==> src/rtl/ser_pkg.sv <==
// Shared definitions for the serial frame feeder: sample width, frame length
// and the feeder FSM state encoding.
package ser_pkg;

    localparam int SAMPLE_W  = 8;
    localparam int FRAME_LEN = 4;

    typedef enum logic [1:0] {
        IDLE  = 2'd0,
        SEND1 = 2'd1,
        SEND2 = 2'd2,
        SEND3 = 2'd3
    } feeder_state_e;

endpackage

==> src/rtl/ser_frame_feeder_if.sv <==
// Upstream sample stream plus averager-side signals of the frame feeder.
// The master is the environment (source and averager); the slave is the feeder.
interface ser_frame_feeder_if #(
    parameter int SAMPLE_W = ser_pkg::SAMPLE_W
);

    logic [SAMPLE_W-1:0] in_data;
    logic                in_valid;
    logic                in_ready;
    logic                done;
    logic [SAMPLE_W-1:0] ser_out;
    logic                frame_valid;
    logic [7:0]          skip_cnt;

    modport master (
        output in_data, in_valid, done,
        input  in_ready, ser_out, frame_valid, skip_cnt
    );

    modport slave (
        input  in_data, in_valid, done,
        output in_ready, ser_out, frame_valid, skip_cnt
    );

endinterface

==> src/rtl/sample_fifo.sv <==
// Sample buffer for the frame feeder: registered storage, combinational head,
// occupancy count one bit wider than the pointers.
module sample_fifo #(
    parameter int DEPTH = 8,
    parameter int WIDTH = 8,
    localparam int AW   = $clog2(DEPTH)
) (
    input  logic             clk,
    input  logic             rst,
    input  logic             push,
    input  logic [WIDTH-1:0] wr_data,
    input  logic             pop,
    output logic [WIDTH-1:0] head,
    output logic [AW:0]      count
);

    logic [WIDTH-1:0] mem [DEPTH];
    logic [AW-1:0]    wr_ptr;
    logic [AW-1:0]    rd_ptr;

    // Storage is never reset; occupancy alone decides what is meaningful.
    always_ff @(posedge clk) begin
        if (push) begin
            mem[wr_ptr] <= wr_data;
        end
    end

    always_ff @(posedge clk) begin
        if (rst) begin
            wr_ptr <= '0;
            rd_ptr <= '0;
            count  <= '0;
        end else begin
            if (push) begin
                wr_ptr <= wr_ptr + 1'b1;
            end
            if (pop) begin
                rd_ptr <= rd_ptr + 1'b1;
            end
            case ({push, pop})
                2'b10:   count <= count + 1'b1;
                2'b01:   count <= count - 1'b1;
                default: count <= count;
            endcase
        end
    end

    assign head = mem[rd_ptr];

endmodule

==> src/rtl/ser_frame_feeder.sv <==
// Feeds the averager's serial input in 4-sample frames, launching a frame only
// when every sample of it is already buffered; counts frames that had to be skipped.
//
// state | meaning
// IDLE  | no frame in flight; on done either launch (>=4 buffered) or count a skip
// SEND1 | second sample of the frame on ser_out
// SEND2 | third sample of the frame on ser_out
// SEND3 | last sample of the frame on ser_out
module ser_frame_feeder
    import ser_pkg::*;
#(
    parameter int DEPTH    = 8,
    parameter int SAMPLE_W = ser_pkg::SAMPLE_W
) (
    input  logic               clk,
    input  logic               rst,
    ser_frame_feeder_if.slave  bus
);

    localparam int CW = $clog2(DEPTH) + 1;
    localparam logic [CW-1:0] FRAME_CNT = CW'(FRAME_LEN);
    localparam logic [CW-1:0] FULL_CNT  = CW'(DEPTH);

    localparam logic [1:0] ST_IDLE  = IDLE;
    localparam logic [1:0] ST_SEND1 = SEND1;
    localparam logic [1:0] ST_SEND2 = SEND2;
    localparam logic [1:0] ST_SEND3 = SEND3;

    logic [1:0]          state;
    logic [CW-1:0]       count;
    logic [SAMPLE_W-1:0] head;
    logic [7:0]          skip_q;
    logic                launch;
    logic                skip;
    logic                pop;
    logic                push;

    assign launch = !rst && (state == ST_IDLE) && bus.done && (count >= FRAME_CNT);
    assign skip   = (state == ST_IDLE) && bus.done && (count < FRAME_CNT);
    // Once launched, the remaining three samples are guaranteed buffered.
    assign pop    = launch || (!rst && (state != ST_IDLE));
    assign push   = bus.in_valid && bus.in_ready;

    assign bus.in_ready    = !rst && ((count < FULL_CNT) || pop);
    assign bus.frame_valid = pop;
    assign bus.ser_out     = pop ? head : '0;
    assign bus.skip_cnt    = skip_q;

    sample_fifo #(
        .DEPTH (DEPTH),
        .WIDTH (SAMPLE_W)
    ) u_fifo (
        .clk     (clk),
        .rst     (rst),
        .push    (push),
        .wr_data (bus.in_data),
        .pop     (pop),
        .head    (head),
        .count   (count)
    );

    always_ff @(posedge clk) begin
        if (rst) begin
            state <= ST_IDLE;
        end else begin
            case (state)
                ST_IDLE:  state <= launch ? ST_SEND1 : ST_IDLE;
                ST_SEND1: state <= ST_SEND2;
                ST_SEND2: state <= ST_SEND3;
                ST_SEND3: state <= ST_IDLE;
                default:  state <= ST_IDLE;
            endcase
        end
    end

    always_ff @(posedge clk) begin
        if (rst) begin
            skip_q <= '0;
        end else if (skip && (skip_q != 8'hFF)) begin
            skip_q <= skip_q + 8'd1;
        end
    end

endmodule

==> src/flat_wrapper.sv <==
// flat-port wrapper written by rule: the top's interface ports become plain ports
module ser_frame_feeder_flat import ser_pkg::*;
#(
    parameter int DEPTH    = 8,
    parameter int SAMPLE_W = ser_pkg::SAMPLE_W
)
  (clk, rst, bus_in_data, bus_in_valid, bus_done, bus_in_ready, bus_ser_out, bus_frame_valid, bus_skip_cnt);
  ser_frame_feeder_if #(.SAMPLE_W(SAMPLE_W)) bus_i ();
  input  logic clk;
  input  logic rst;
  input wire logic [$bits(bus_i.in_data)-1:0] bus_in_data;
  input wire logic [$bits(bus_i.in_valid)-1:0] bus_in_valid;
  input wire logic [$bits(bus_i.done)-1:0] bus_done;
  output wire logic [$bits(bus_i.in_ready)-1:0] bus_in_ready;
  output wire logic [$bits(bus_i.ser_out)-1:0] bus_ser_out;
  output wire logic [$bits(bus_i.frame_valid)-1:0] bus_frame_valid;
  output wire logic [$bits(bus_i.skip_cnt)-1:0] bus_skip_cnt;
  assign bus_i.in_data = bus_in_data;
  assign bus_i.in_valid = bus_in_valid;
  assign bus_i.done = bus_done;
  assign bus_in_ready = bus_i.in_ready;
  assign bus_ser_out = bus_i.ser_out;
  assign bus_frame_valid = bus_i.frame_valid;
  assign bus_skip_cnt = bus_i.skip_cnt;
  ser_frame_feeder #(.DEPTH(DEPTH), .SAMPLE_W(SAMPLE_W)) u_core (.clk(clk), .rst(rst), .bus(bus_i));
endmodule
==> config.mk <==
export PLATFORM = sky130hd
export DESIGN_NAME = ser_frame_feeder_flat
export DESIGN_NICKNAME = d
export VERILOG_FILES = /design/src/rtl/ser_pkg.sv /design/src/rtl/ser_frame_feeder_if.sv /design/src/rtl/sample_fifo.sv /design/src/rtl/ser_frame_feeder.sv /design/src/flat_wrapper.sv
export SDC_FILE = /design/constraint.sdc
export NUM_CORES = 1
export LEC_CHECK = 0
export CORE_MARGIN = 3
export CORE_UTILIZATION = 55
export CTS_BUF_LIST = sky130_fd_sc_hd__clkbuf_16
export CTS_CLUSTER_SIZE = 10
export DETAILED_ROUTE_END_ITERATION = 6
export PLACE_DENSITY = 0.74
export SYNTH_ARGS = -nofsm -noshare
export SYNTH_HDL_FRONTEND = slang
export SYNTH_SLANG_ARGS = --single-unit
==> constraint.sdc <==
create_clock -name clk -period 3.1 [get_ports clk]
set_clock_uncertainty 0.05 [all_clocks]
set_input_delay 0.93 -clock clk [delete_from_list [all_inputs] [get_ports clk]]
set_output_delay 0.93 -clock clk [all_outputs]
set_load 0.05 [all_outputs]
==> reports/qor.txt <==
Post-DP Area: 0.004189 mm^2
LEAKAGE: 1.648 nW
Placer Congestion: 0.7707
first drt pass iteration count: 5
share of cells above drive strength 1: 0.3020
largest net degree at the start of global routing: 24
RSZ-0062 raised after global routing: false
status: finished clean
port buffer count: 29
Num CTS Buffers: 9
Inst Count DP: 344
Synth async-reset ratio: 0
Ports: 30
Syn Area/Cell: 15.59 um^2
Critical Path, Cell by Cell: clkdlybuf4s50_1, buf_4, buf_4, nor2b_2, buf_12
worst vdd ir: 0.0005725 V
Tightest Pin Transition: 0.5556 ns
clock sinks: 87
die height: 86.75 um
YS warnings: 0
initial cell density of the core: 0.5849
Vias: 2094
Logic pwr share: 0.044
count of state elements after synthesis: 87
GRT Util Overall: 0.2009
setup TNS: 0 ns
top post-synthesis cells by area: edfxtp_1 (54%), dfxtp_1 (13%), mux4_2 (10%)
HP Class: reg -> reg
share of Yosys cell area claimed by the top area cell type: 0.5359
Seq pwr share: 0.486
clock network power share: 0.470
NetSw: 511.3 uW
sw frac: 0.1948
Cells after Synth: 230
crit path max fanout: 23
Filler cells: 343
Syn Nets: 251
H-tree depth: 3
Worst path max stage delay: 0.45 ns
most used cell, CP: buf_4
internal power: 2.114 mW
Final Hold Viols: 0
grt ovf: 0
Via density: 5.614
Final Cycle Share: 0.9876
Post-DP HPWL: 4.104 mm
CTS tree: done
total power: 2.625 mW
Post-DRT Antenna Nets: 0
synthesized area: 0.003586 mm^2
power per cell area: 555.2 mW/mm^2
max_cap viols: 0
crit end category: output port
Ant. Diodes: 0
First DRT Iteration DRCs: 124
CP Launch Type: input port
Setup violations, final: 0
core area: 0.006131 mm^2
Hold WS: 0.4464 ns
Die Footprint: 0.007525 mm^2
kind of critical path: in -> out
Final min period: 3.062 ns
max-slew violations: 0
Non-Filler Instances: 373
P&R area growth vs syn: 31.86%
Die X: 86.75 um
Std-Cell Rows: 28
area leader, netlist: edfxtp_1
clock root cell: clkbuf_16
Clk pin slew, worst setup/hold paths: 0.06 ns
Post-synth top cells: edfxtp_1 (64), nor2_1 (25), dfxtp_1 (23)
CTS Buffer Depth: 2
number of flops mapped to enable cells by yosys: 64
Worst-Skew Late Latency: 0.33 ns
routed length per placed instance: 18.37 um
number of global-route vias before repair: 2144
first-pass GRT wire length: 10.96 mm
drc violations: 0
Most used DFF post-synth: edfxtp_1
sequential-to-total area share from yosys stat: 0.6643
Critical-path top delay cell: clkdlybuf4s50_1
Slew Limit Headroom: 0.6291
top-count cell post-synth: edfxtp_1
Worst EP required: 2.12 ns
Post-Layout Inst Area: 0.004728 mm^2
initial antenna violation count: 0
final wirelength: 6.852 mm
FMAX: 0.3266 GHz
WP data arrival: 2.08 ns
Nets: 314
post-synthesis cell type count: 36
-- cells in the final DEF (no fill, tap or decap), drive strengths merged, types with 8 or more instances in the layout --
cell            n
mux2i          12
clkdlybuf4s50  18
ha              9
clkbuf          9
mux4           16
edfxtp         64
buf            43
dfxtp          23
nor2           25
nand2           8
-- sequential cells by signal, summed over array words and instances (netlist names), named ones only --
| name | cells |
|---|---|
| u_core.u_fifo.wr_ptr | 3 |
| u_core.u_fifo.mem | 64 |
| u_core.u_fifo.rd_ptr | 3 |
| u_core.state | 2 |
| u_core.u_fifo.count | 4 |
| u_core.bus.skip_cnt | 8 |
-- final cells by class --
type / instances / area (um^2) / share of cell area
repair buffers: 62 / 664.4 / 0.1405
well taps: 75 / 93.84 / 0.01985
clock buffers: 9 / 225.2 / 0.04763
flip-flops and latches: 87 / 2382 / 0.5038
clock inverters: 7 / 125.1 / 0.02646
inverters: 4 / 18.77 / 0.003969
multi-input cells: 129 / 1219 / 0.2577
-- worst max-delay path, delay by kind of cell --
kind	cells	cell delay (ns)
buf+inv	4	0.96
simple gates	1	0.19
-- layer usage --
| metal | wire, um | vias up | GRT usage |
|---|---|---|---|
| met5 | 0 | - | 0 |
| met4 | 144 | 0 | 0.07507 |
| met3 | 334 | 12 | 0.05703 |
| met2 | 3493 | 55 | 0.3310 |
| met1 | 2880 | 1021 | 0.2535 |
| li1 | - | 1006 | - |
-- metrics by stage --
step           worst slack [ns]  utilization
6_report                0.03842       0.7712
5_1_grt                0.001788       0.7712
4_1_cts                 0.01029       0.7702
3_5_place_dp            -0.1622       0.6833
3_3_place_gp            -0.1526       0.6833
2_1_floorplan          0.004140            -
-- repair_timing --
item                                    CTS  global route
gates resized for setup                  20             2
hold buffers                              0             0
setup buffers                            12             0
gates cloned                              1             0
pin swaps                                 6             0
endpoints found under the setup margin    9             2
-- worst paths after layout --
kind                                             start  cells after the start  slack [ns]      endpoint
setup / recovery                                   rst                      5        0.04  bus_in_ready
hold / removal    u_core.u_fifo.rd_ptr[1]$_SDFFE_PP0P_                      2        0.45     flip-flop
setup reg to reg   u_core.u_fifo.count[2]$_SDFFE_PP0P_                     16        0.48     flip-flop
hold reg to reg   u_core.u_fifo.rd_ptr[1]$_SDFFE_PP0P_                      2        0.45     flip-flop
-- power by group through the flow --
stage / combinational, mW / sequential (mW) / clock [mW]
after floorplan: 0.0469 / 1.31 / 0
after global placement: 0.107 / 1.30 / 0
after detailed placement: 0.111 / 1.30 / 0
after CTS: 0.115 / 1.28 / 1.26
after global routing: 0.125 / 1.28 / 1.30
final: 0.115 / 1.28 / 1.23
-- cells by family after synthesis --
| kind of cell | after synthesis | synth area share |
|---|---|---|
| AO/OA/AOI/OAI | 18 | 0.03315 |
| XOR/XNOR | 11 | 0.02687 |
| adder cells (fa/ha/maj) | 9 | 0.03140 |
| buffers and inverters | 14 | 0.01744 |
| flip-flops | 87 | 0.6643 |
| multiplexers | 28 | 0.1340 |
| AND/OR/NAND/NOR | 63 | 0.09282 |
Power figures use the tool's default switching activity.
